===== src/rtl/fifo_wr_ctrl.sv =====
`default_nettype none
// ============================================================================
// Module      : fifo_wr_ctrl
// Description : Write-side controller of an asynchronous FIFO. Keeps the
//               binary/Gray write pointer, generates the RAM write enable and
//               address, a registered pessimistic full flag and a sticky
//               overflow flag. With FIFO_WLEVEL_EN defined it also produces a
//               registered occupancy estimate and an almost-full flag;
//               without it those outputs are tied to zero.
// Ports       : wclk         - write-domain clock
//               wrst_n       - synchronous active-low reset
//               winc         - write request
//               wq2_rptr     - Gray read pointer synchronised into wclk
//               wovf_clr     - clears the sticky overflow flag
//               wclken       - RAM write enable
//               waddr        - RAM write address
//               wptr         - registered Gray write pointer
//               wfull        - FIFO full (registered)
//               walmost_full - almost full (registered)
//               wlevel       - occupancy estimate 0..2^ADDR_SIZE
//               woverflow    - sticky write-while-full flag
// Macro       : FIFO_WLEVEL_EN enables wlevel / walmost_full.
// Revision    : 1.0 - initial release
// ============================================================================
module fifo_wr_ctrl #(
    parameter int ADDR_SIZE   = 8,
    parameter int AFULL_LEVEL = 4
) (
    input  logic                 wclk,
    input  logic                 wrst_n,
    input  logic                 winc,
    input  logic [ADDR_SIZE:0]   wq2_rptr,
    input  logic                 wovf_clr,
    output logic                 wclken,
    output logic [ADDR_SIZE-1:0] waddr,
    output logic [ADDR_SIZE:0]   wptr,
    output logic                 wfull,
    output logic                 walmost_full,
    output logic [ADDR_SIZE:0]   wlevel,
    output logic                 woverflow
);

    localparam int c_PW = ADDR_SIZE + 1;

    logic [ADDR_SIZE:0] r_wbin;
    logic [ADDR_SIZE:0] r_wptr;
    logic               r_wfull;
    logic               r_wovf;

    logic [ADDR_SIZE:0] w_wbinnext;
    logic [ADDR_SIZE:0] w_wgraynext;
    logic [ADDR_SIZE:0] w_rptr_full;

    // Reset gates the enable so a burst interrupted by reset never writes RAM.
    assign wclken      = winc & ~r_wfull & wrst_n;
    assign waddr       = r_wbin[ADDR_SIZE-1:0];
    assign w_wbinnext  = r_wbin + c_PW'(wclken);
    assign w_wgraynext = w_wbinnext ^ (w_wbinnext >> 1);

    // Full when the write pointer has lapped the read pointer exactly once:
    // in Gray code that is equality with the top two read bits inverted.
    assign w_rptr_full = {~wq2_rptr[ADDR_SIZE:ADDR_SIZE-1], wq2_rptr[ADDR_SIZE-2:0]};

    always_ff @(posedge wclk) begin
        if (!wrst_n) begin
            r_wbin  <= '0;
            r_wptr  <= '0;
            r_wfull <= 1'b0;
            r_wovf  <= 1'b0;
        end else begin
            r_wbin  <= w_wbinnext;
            r_wptr  <= w_wgraynext;
            r_wfull <= (w_wgraynext == w_rptr_full);
            // Set has priority so a rejected write is never lost to a clear.
            if (winc && r_wfull) begin
                r_wovf <= 1'b1;
            end else if (wovf_clr) begin
                r_wovf <= 1'b0;
            end
        end
    end

    assign wptr      = r_wptr;
    assign wfull     = r_wfull;
    assign woverflow = r_wovf;

`ifdef FIFO_WLEVEL_EN
    localparam logic [ADDR_SIZE:0] c_AFULL_THRESH = c_PW'((2 ** ADDR_SIZE) - AFULL_LEVEL);

    logic [ADDR_SIZE:0] w_rbin;
    logic [ADDR_SIZE:0] w_occ;
    logic [ADDR_SIZE:0] r_wlevel;
    logic               r_wafull;

    // Gray to binary: each binary bit is the XOR of all Gray bits at or above it.
    always_comb begin
        w_rbin = '0;
        for (int i = 0; i <= ADDR_SIZE; i++) begin
            w_rbin[i] = ^(wq2_rptr >> i);
        end
    end

    // Modular difference stays correct across the pointer wrap.
    assign w_occ = w_wbinnext - w_rbin;

    always_ff @(posedge wclk) begin
        if (!wrst_n) begin
            r_wlevel <= '0;
            r_wafull <= 1'b0;
        end else begin
            r_wlevel <= w_occ;
            r_wafull <= (w_occ >= c_AFULL_THRESH);
        end
    end

    assign wlevel       = r_wlevel;
    assign walmost_full = r_wafull;
`else
    assign wlevel       = '0;
    assign walmost_full = 1'b0;
`endif

endmodule
`default_nettype wire


===== config.mk =====
export PLATFORM = sky130hd
export DESIGN_NAME = fifo_wr_ctrl
export DESIGN_NICKNAME = d
export VERILOG_FILES = /design/src/rtl/fifo_wr_ctrl.sv
export SDC_FILE = /design/constraint.sdc
export NUM_CORES = 1
export LEC_CHECK = 0
export BUFFER_PORTS_ARGS = -buffer_cell sky130_fd_sc_hd__buf_2
export CAP_MARGIN = 20
export CORE_MARGIN = 10
export CORE_UTILIZATION = 43
export DETAILED_ROUTE_END_ITERATION = 12
export PLACE_DENSITY = 0.77
export SYNTH_ARGS = -nofsm -noshare
export SYNTH_HDL_FRONTEND = slang
export SYNTH_SLANG_ARGS = --single-unit

===== constraint.sdc =====
create_clock -name wclk -period 2.8 [get_ports wclk]
set_clock_uncertainty 0.2 [all_clocks]
set_input_delay 0.42 -clock wclk [delete_from_list [all_inputs] [get_ports wclk]]
set_output_delay 0.42 -clock wclk [all_outputs]
set_load 0.02 [all_outputs]

## Yosys cells after proc, flatten, opt, wreduce, memory -nomap -nowiden

Index checks and enable logic that the tools add are counted.
W data, S select, Z words.

| word-level totals | value |
|---|---|
| flip-flop bits (word level) | 20 |
| input port bits | 13 |
| output and inout port bits | 30 |
| word-level logic and storage cells | 15 |

| operators by class | value |
|---|---|
| $add $sub $neg | 1 |
| equal/unequal tests | 1 |
| mux-type cells | 2 |
| bitwise operators | 5 |
| reductions and logical operators | 2 |

Operators by type and width:

| kind | count |
|---|---|
| $add A9 B1 Y9 | 1 |
| $eq A9 B9 Y1 | 1 |
| $xor A9 B8 Y9 | 1 |
| $and A1 B1 Y1 | 2 |
| $mux W1 | 2 |
| $not A2 Y2 | 1 |
| $reduce_bool A2 Y1 | 1 |
| $logic_and A1 B1 Y1 | 1 |
| $not A1 Y1 | 1 |

## Logic depth before layout (Yosys ltp)

Gate-level depths: netlist (run 1).

| logic depth | value |
|---|---|
| depth after elaboration | 6 |
| mapped depth | 12 |
| mapped depth without buffers | 10 |

## Worst setup path before layout (run 1)

OpenSTA, ideal clock, no wires.

| timing | value |
|---|---|
| path kind | in2reg |
| start point | input port wrst_n |
| end point | register r_wfull (netlist: wfull) |
| library setup time | 0.088 ns |
| data arrival time | 2.808 ns |
| required time | 2.512 ns |
| setup slack | -0.295 ns |
| stages on the path | 12 |
| path buffers | 2 |
| path through | clkbuf_1 -> clkbuf_1 -> nand2_1 -> nor2_1 -> ha_1 -> ha_1 -> a21boi_2 -> a21oi_2 -> a221oi_2 -> xnor2_1 -> xor2_1 -> nor4_2 |

| on the way | value |
|---|---|
| longest elaborated chain between the ends | 4 |

Ends and longest elaborated chain:

| what | RTL line | source |
|---|---|---|
| start, declared | 30 | `input logic wrst_n,` |
| $and A1 B1 Y1 | 55 | `assign wclken = winc & ~r_wfull & wrst_n;` |
| via wclken | 34 | `output logic wclken,` |
| $add A9 B1 Y9 | 57 | `assign w_wbinnext = r_wbin + c_PW'(wclken);` |
| $xor A9 B8 Y9 | 58 | `assign w_wgraynext = w_wbinnext ^ (w_wbinnext >> 1);` |
| $eq A9 B9 Y1 | 73 | `r_wfull <= (w_wgraynext == w_rptr_full);` |
| end signal, assigned | 73 |  |
| end, declared | 47 | `logic r_wfull;` |

The timed path passes the listed nets, and every way through them passes these cells.
A chain may end at the register's enable or synchronous reset.

## Worst setup path after layout (run 1)

| timing | value |
|---|---|
| start point | register r_wfull (netlist: wfull) |
| end point | register r_wfull (netlist: wfull) |

| on the way | value |
|---|---|
| longest elaborated chain between the ends | 6 |

Ends and longest elaborated chain:

| what | RTL line |
|---|---|
| $not A1 Y1 | 55 |
| $and A1 B1 Y1 (2 in series) | 55 |
| $add A9 B1 Y9 | 57 |
| $xor A9 B8 Y9 | 58 |
| $eq A9 B9 Y1 | 73 |

No other way between the ends.

==> metrics.yaml, run 1 <==
reg2reg_setup_slack_ns: 0.40
hold_depth: 3
cts_tree: "done"
rsz0062_at_grt: "false"
ys_ff_latch: 19
hold_viol_final: 0
syn_to_final_growth_pct: 16.6
synth_edf_count: 0
final_common_cell: "buf_2"
grt_pass1_vias: 922
r2r_cells: 9
postCtsSetupBuffers: 0
die_x_um: 71.2
max_clock_freq_mhz: 417
drt_iter0_markers: 48
slew_viol_final: 0
power_density_nw_per_um2: 364
grtUsageMet1_pct: 9.37
cts.path.max_buffers: 2
path_max_fanout: 7
cp.depth: 9
fin_crit_ns: 2.40
path_cells: "nor2_4 -> ha_1 -> ha_2 -> a21boi_4 -> a21oi_2 -> a221oi_2 -> xnor2_1 -> xor2_1 -> nor4_2"
slowest_stage: "dfxtp_1"
placedInstanceArea_sq_um: 1290
grt_pass1_wl_um: 3920
gp_congestion: 0.838
critPathBufInv: 0
worstSetupPathType: "register to register"
met3_usage_pct: 2.75
cp_top_family: "compound AO/OA/AOI/OAI gates"
clk_pin_slew_worst_paths_ns: 0.11
grt_use_total_pct: 9.24
max_stage_delay_ns: 0.37
r2r_start: "wfull$_SDFF_PN0_"
core_sq_um: 2500
leakagePower_uw: 0.000640
synth.cell_area_sq_um: 1130
async_flop_share_pct: 0
grt_start_max_net_pins: 20
power.total_uw: 479
synth_area_per_cell_sq_um: 9.25
drcViolationCount: 0
antennaDiodeCount: 0
cts-buffers-inserted: 3
critPathLaunchType: "register"
netlist_instances: 122
dp_hpwl_um: 1900
min_path_type: "input pin to register"
route.vias.total: 855
ios: 43
rows: 18
fin_setup_tns_ns: 0
worstSetupEndpoint: "wfull$_SDFF_PN0_"
ctsResizeCount: 0
end_kind: "register"
yosysSeqAreaShare_pct: 33.7
worstPathArrival_ns: 2.41
critPathRequiredTime_ns: 2.82
place_inst: 178
post_drt_wl_per_cell_um: 12.8
start_util_pct: 45.1
cts_root_buf: "clkbuf_4"
period_share_pct: 85.6
nets: 169
htreeDepth: 1
clk_latency_ns: 0.30
drt-pass1-iter-count: 4
drive_above_1_share_pct: 31.6
met2_usage_pct: 15.6
clock-sinks: 19
crit_path_start: "wfull$_SDFF_PN0_"
drv_cap: 0
antenna_found_initial: 0
synth_warnings: 0
numPortBuffers: 32
overflow: 0
synth_cell_type_count: 31
setup_viol: 0
hold-worst-slack_ns: 0.183
fin_area_sq_um: 1320
antenna_left: 0
vias_per_cell: 4.70
fp.dieArea_sq_um: 5070
totalWireLength_um: 2330
hold_buffers: 0
final_cell_mix: "buf_2 (32), dfxtp_1 (19), xnor2_1 (14)"
worst_r2r_endpoint: "wfull$_SDFF_PN0_"
status: "complete, no violations"
fp.dieH_um: 71.2
synthFlopType: "dfxtp_1"
busiest_layer: "met2"
hp-start: "winc"
layoutNonFillerInstCount: 182
ir_drop_v: 0.000205
worst min-delay path by stage:
stage / endpoint / slack [ns]
2_1_floorplan: woverflow$_SDFFE_PN0P_ / 0.35
5_1_grt: woverflow$_SDFFE_PN0P_ / 0.20
3_3_place_gp: woverflow$_SDFFE_PN0P_ / 0.26
6_report: woverflow$_SDFFE_PN0P_ / 0.18
3_5_place_dp: woverflow$_SDFFE_PN0P_ / 0.27
4_1_cts: woverflow$_SDFFE_PN0P_ / 0.18
area by class of cell:
cell class / count / area [sq um]
clock buffer: 4 / 26.3
tap: 30 / 37.5
sequential: 19 / 380
inverter: 1 / 3.75
timing repair buffer: 33 / 168
fill: 220 / 1180
multi-input combinational: 95 / 701
per-stage QoR:
| step | util, % | worst slack (ns) |
|---|---|---|
| floorplan | - | 0.0132 |
| global placement | 51.6 | 0.293 |
| detailed placement | 51.6 | 0.189 |
| CTS | 52.7 | 0.376 |
| global route | 52.7 | 0.224 |
| finish | 52.7 | 0.403 |
where the power goes:
part / internal [uW] / switching [uW]
clock network: 55.5 / 82.5
registers: 274 / 2.54
logic: 24.9 / 39.6
total: 355 / 125
cell usage after synthesis, types with 2 or more instances:
master | n | share of area (%)
a21boi_0 | 2 | 1.3
a21oi_1 | 4 | 1.8
and2_1 | 13 | 7.2
and3_1 | 2 | 1.1
and3b_2 | 2 | 1.8
buf_2 | 4 | 1.8
buf_4 | 10 | 6.7
clkbuf_1 | 2 | 0.67
dfxtp_1 | 19 | 34
ha_1 | 3 | 3.3
nand2_1 | 5 | 1.7
nand3_1 | 5 | 2.2
nor2_1 | 3 | 1.0
nor2b_1 | 3 | 1.7
nor3_1 | 2 | 0.89
o22ai_1 | 2 | 1.1
xnor2_1 | 14 | 11
xor2_1 | 14 | 11
tightest hold or removal path: cells and delay by family:
family                 cells  cell delay (ns)
AO/OA/AOI/OAI              1             0.06
buffers and inverters      1             0.10
AND/OR/NAND/NOR            1             0.05
state kept, by name, summed over array words and instances, names as in the netlist:
register / flops
wfull: 1
r_wbin: 9
wptr: 8
woverflow: 1
cells by family after synthesis:
kind of cell	after synthesis	synth area share, %
other	1	0.332
adder cells (fa/ha/maj)	3	3.33
AO/OA/AOI/OAI	14	10.4
XOR/XNOR	28	21.7
AND/OR/NAND/NOR	40	21.1
buffers and inverters	17	9.42
flip-flops	19	33.7
metal layers:
| layer | vias to the layer above | share of wire, % |
|---|---|---|
| met5 | - | 0 |
| met4 | 0 | 3.3 |
| met3 | 7 | 8.6 |
| met2 | 37 | 46 |
| met1 | 371 | 42 |
| li1 | 440 | - |
Note: power is estimated with default switching activity, not from simulation.
==> inputs of run 2 (changes only) <==
--- a/config.mk
+++ b/config.mk
@@ -5,12 +5,13 @@
 export SDC_FILE = /design/constraint.sdc
 export NUM_CORES = 1
 export LEC_CHECK = 0
+export ABC_AREA = 1
 export BUFFER_PORTS_ARGS = -buffer_cell sky130_fd_sc_hd__buf_2
 export CAP_MARGIN = 20
 export CORE_MARGIN = 10
-export CORE_UTILIZATION = 43
+export CORE_UTILIZATION = 44
 export DETAILED_ROUTE_END_ITERATION = 12
-export PLACE_DENSITY = 0.77
+export PLACE_DENSITY = 0.78
 export SYNTH_ARGS = -nofsm -noshare
 export SYNTH_HDL_FRONTEND = slang
 export SYNTH_SLANG_ARGS = --single-unit
==> run 2 against run 1 <==
Effect of this change:
- sequential power barely moved
- clock-buffer cell count did not move
- power rose by 1.6%
- final area rose by 5.4%
- critical path type unchanged
- core utilization rose by 1.9 points
- non-clock buffer count fell by 1
==> metrics.yaml, run 2 <==
rsz0062_at_grt: "false"  # unchanged
ir_drop_v: 0.000207  # was 0.000205 V
critPathRequiredTime_ns: 2.85  # was 2.82 ns
cts-buffers-inserted: 3  # unchanged
worst_slew_pin_slew_ns: 0.543
core_sq_um: 2540  # was 2500 sq um
synth_edf_count: 0  # unchanged
synth_cell_type_count: 20  # was 31
path_max_fanout: 6  # was 7
setup_viol: 0  # unchanged
power_density_nw_per_um2: 351  # was 364 nW/um^2
gp_congestion: 0.860  # was 0.838
final_cell_mix: "nand2_1 (66), buf_2 (32), nand3_1 (21)"  # was buf_2 (32), dfxtp_1 (19), xnor2_1 (14)
hold_depth: 3  # unchanged
worstPathArrival_ns: 2.33  # was 2.41 ns
regMostFlops: "r_wbin"  # unchanged
rows: 18  # unchanged
async_flop_share_pct: 0  # unchanged
synth.cell_area_sq_um: 1210  # was 1130 sq um
hold_buffers: 0  # unchanged
die_x_um: 72.4  # was 71.2 um
crit_top_cell: "nor2_1"
netlist_instances: 185  # was 122
status: "complete, no violations"  # unchanged
fin_setup_tns_ns: 0  # unchanged
vias_per_cell: 4.83  # was 4.70
yosys-top-cells-count: "nand2_1 (66), nand3_1 (21), inv_1 (20)"  # was dfxtp_1 (19), xnor2_1 (14), xor2_1 (14)
max_stage_delay_ns: 0.40  # was 0.37 ns
cts_root_buf: "clkbuf_4"  # unchanged
start_util_pct: 47.5  # was 45.1%
drt_iter0_markers: 76  # was 48
drive_above_1_share_pct: 20.5  # was 31.6%
min_path_type: "input pin to register"  # unchanged
synth_area_leaders: "dfxtp_1 (31%), nand2_1 (20%), nand3_1 (8.7%)"  # was dfxtp_1 (34%), xnor2_1 (11%), xor2_1 (11%)
cts.path.max_buffers: 2  # unchanged
route.vias.total: 1203  # was 855
grt_pass1_vias: 1088  # was 922
yosysSeqAreaShare_pct: 31.5  # was 33.7%
post_drt_wl_per_cell_um: 11.8  # was 12.8 um
fin_crit_ns: 2.28  # was 2.40 ns
drcViolationCount: 0  # unchanged
antenna_found_initial: 0  # unchanged
drt-pass1-iter-count: 4  # unchanged
leakagePower_uw: 0.000783  # was 0.000640 uW
synth_compound_gate_area_share_pct: 3.93  # was 10.4%
period_share_pct: 81.5  # was 85.6%
multi_input_area_sq_um: 708  # was 701 sq um
clk_pin_slew_worst_paths_ns: 0.11  # about the same
final_common_cell: "nand2_1"  # was buf_2
fp.dieArea_sq_um: 5240  # was 5070 sq um
synth.mux.area_fraction_pct: 0  # unchanged
max_clock_freq_mhz: 438  # was 417 MHz
end_kind: "register"  # unchanged
worstSetupPathType: "register to register"  # unchanged
synth-simple-area-share_pct: 44.8  # was 21.1%
r2r_cells: 11  # was 9
grt_use_total_pct: 11.2  # was 9.24%
grt_pass1_wl_um: 4910  # was 3920 um
nets: 236  # was 169
syn_to_final_growth_pct: 14.8  # was 16.6%
synth_area_per_cell_sq_um: 6.53  # was 9.25 sq um
synth_most_common_cell: "nand2_1"  # was dfxtp_1
layoutNonFillerInstCount: 249  # was 182
ios: 43  # unchanged
fp.dieH_um: 72.4  # was 71.2 um
synth.largest_area_cell: "dfxtp_1"  # unchanged
grt_start_max_net_pins: 17  # was 20
dp_hpwl_um: 2390  # was 1900 um
clk_latency_ns: 0.30  # about the same
synth_warnings: 0  # unchanged
antennaDiodeCount: 0  # unchanged
ys_ff_latch: 19  # unchanged
slowest_stage: "dfxtp_1"  # unchanged
synth_xor_xnor_area_share_pct: 3.62  # was 21.7%
htreeDepth: 1  # unchanged
postCtsSetupBuffers: 0  # unchanged
overflow: 0  # unchanged
largest_register_ffs: 9  # unchanged
place_inst: 245  # was 178
critPathLaunchType: "register"  # unchanged
nFillCells: 263  # was 220
relSlewSlack_pct: 63.8
path_cells: "nor2_1 -> ha_1 -> ha_1 -> or2_2 -> nand3b_1 -> nand3_1 -> nor2_1 -> nand3_1 -> nor2_1 -> nand2_1 -> nor2_2"  # was nor2_4 -> ha_1 -> ha_2 -> a21boi_4 -> a21oi_2 -> a221oi_2 -> xnor2_1 -> xor2_1 -> nor4_2
hold_viol_final: 0  # unchanged
antenna_left: 0  # unchanged
numPortBuffers: 32  # unchanged
yosysTopAreaCellShare_pct: 31.5  # was 33.7%
cts_tree: "done"  # unchanged
synth_top_family_by_area: "simple AND/OR/NAND/NOR gates"  # was XOR/XNOR gates
synthAdderAreaFrac_pct: 3.11  # was 3.33%
clock-sinks: 19  # unchanged
synthFlopType: "dfxtp_1"  # unchanged
ctsResizeCount: 0  # unchanged
totalWireLength_um: 2930  # was 2330 um
slew_viol_final: 0  # unchanged
register_area_sq_um: 380  # unchanged
drv_cap: 0  # unchanged
-- run 2: cell count changes after synthesis, moves of 3 or more --
cell      before  now
nor2b_1        3    0
nand2_1        5   66
nor2_1         3   17
and2_1        13    0
xnor2_1       14    0
nand3_1        5   21
xor2_1        14    0
buf_2          4    0
inv_1          1   20
nand3b_1       0    5
a21oi_1        4    8
nand2_2        0    3
-- run 2: final cells by class --
cell class | count | share of cell area (%)
well taps | 30 | 2.71
inverters | 20 | 5.41
clock buffers | 4 | 1.89
flip-flops and latches | 19 | 27.4
repair buffers | 32 | 11.5
multi-input cells | 144 | 51.0
-- run 2: worst max-delay path, delay by kind of cell, from the launching register on --
kind          cells  cell delay, ns
simple gates      9            1.08
fa+ha+maj         2            0.55
flops             1            0.40
-- run 2: cell families after synthesis --
kind of cell | Yosys count
AND/OR/NAND/NOR | 120
buffers and inverters | 31
flip-flops | 19
AO/OA/AOI/OAI | 9
adder cells (fa/ha/maj) | 3
XOR/XNOR | 2
other | 1
-- run 2: metal layers --
metal | GRT usage, % | share of wire, %
met1 | 13.8 | 46
met2 | 17.3 | 43
met3 | 4.35 | 9.4
met4 | 3.80 | 1.1
met5 | 0 | 0
-- run 2: worst paths after layout --
| kind | slack [ns] | from | endpoint |
|---|---|---|---|
| worst max-delay path | 0.52 | wfull$_SDFF_PN0_ | wfull$_SDFF_PN0_ |
| worst min-delay path | 0.16 | wrst_n | r_wbin[0]$_SDFF_PN0_ |
| worst max register to register | 0.52 | wfull$_SDFF_PN0_ | wfull$_SDFF_PN0_ |
| worst min register to register | 0.28 | woverflow$_SDFFE_PN0P_ | woverflow$_SDFFE_PN0P_ |
-- run 2: report_power, final --
group	internal, uW	switching [uW]	total, uW
logic	22.4	45.4	67.8
registers	274	2.19	276
clock network	55.5	87.4	143
-- run 2: through the flow --
stage / total power, uW / setup WS, ns / util [%] / hold slack [ns] / instance area, sq um
2_1_floorplan: 339 / 0.402 / - / 0.318 / 1240
6_report: 487 / 0.519 / 54.5 / 0.157 / 1390
3_3_place_gp: 349 / 0.346 / 53.5 / 0.250 / 1360
4_1_cts: 489 / 0.508 / 54.5 / 0.153 / 1390
5_1_grt: 506 / 0.375 / 54.5 / 0.155 / 1390
3_5_place_dp: 350 / 0.327 / 53.5 / 0.258 / 1360
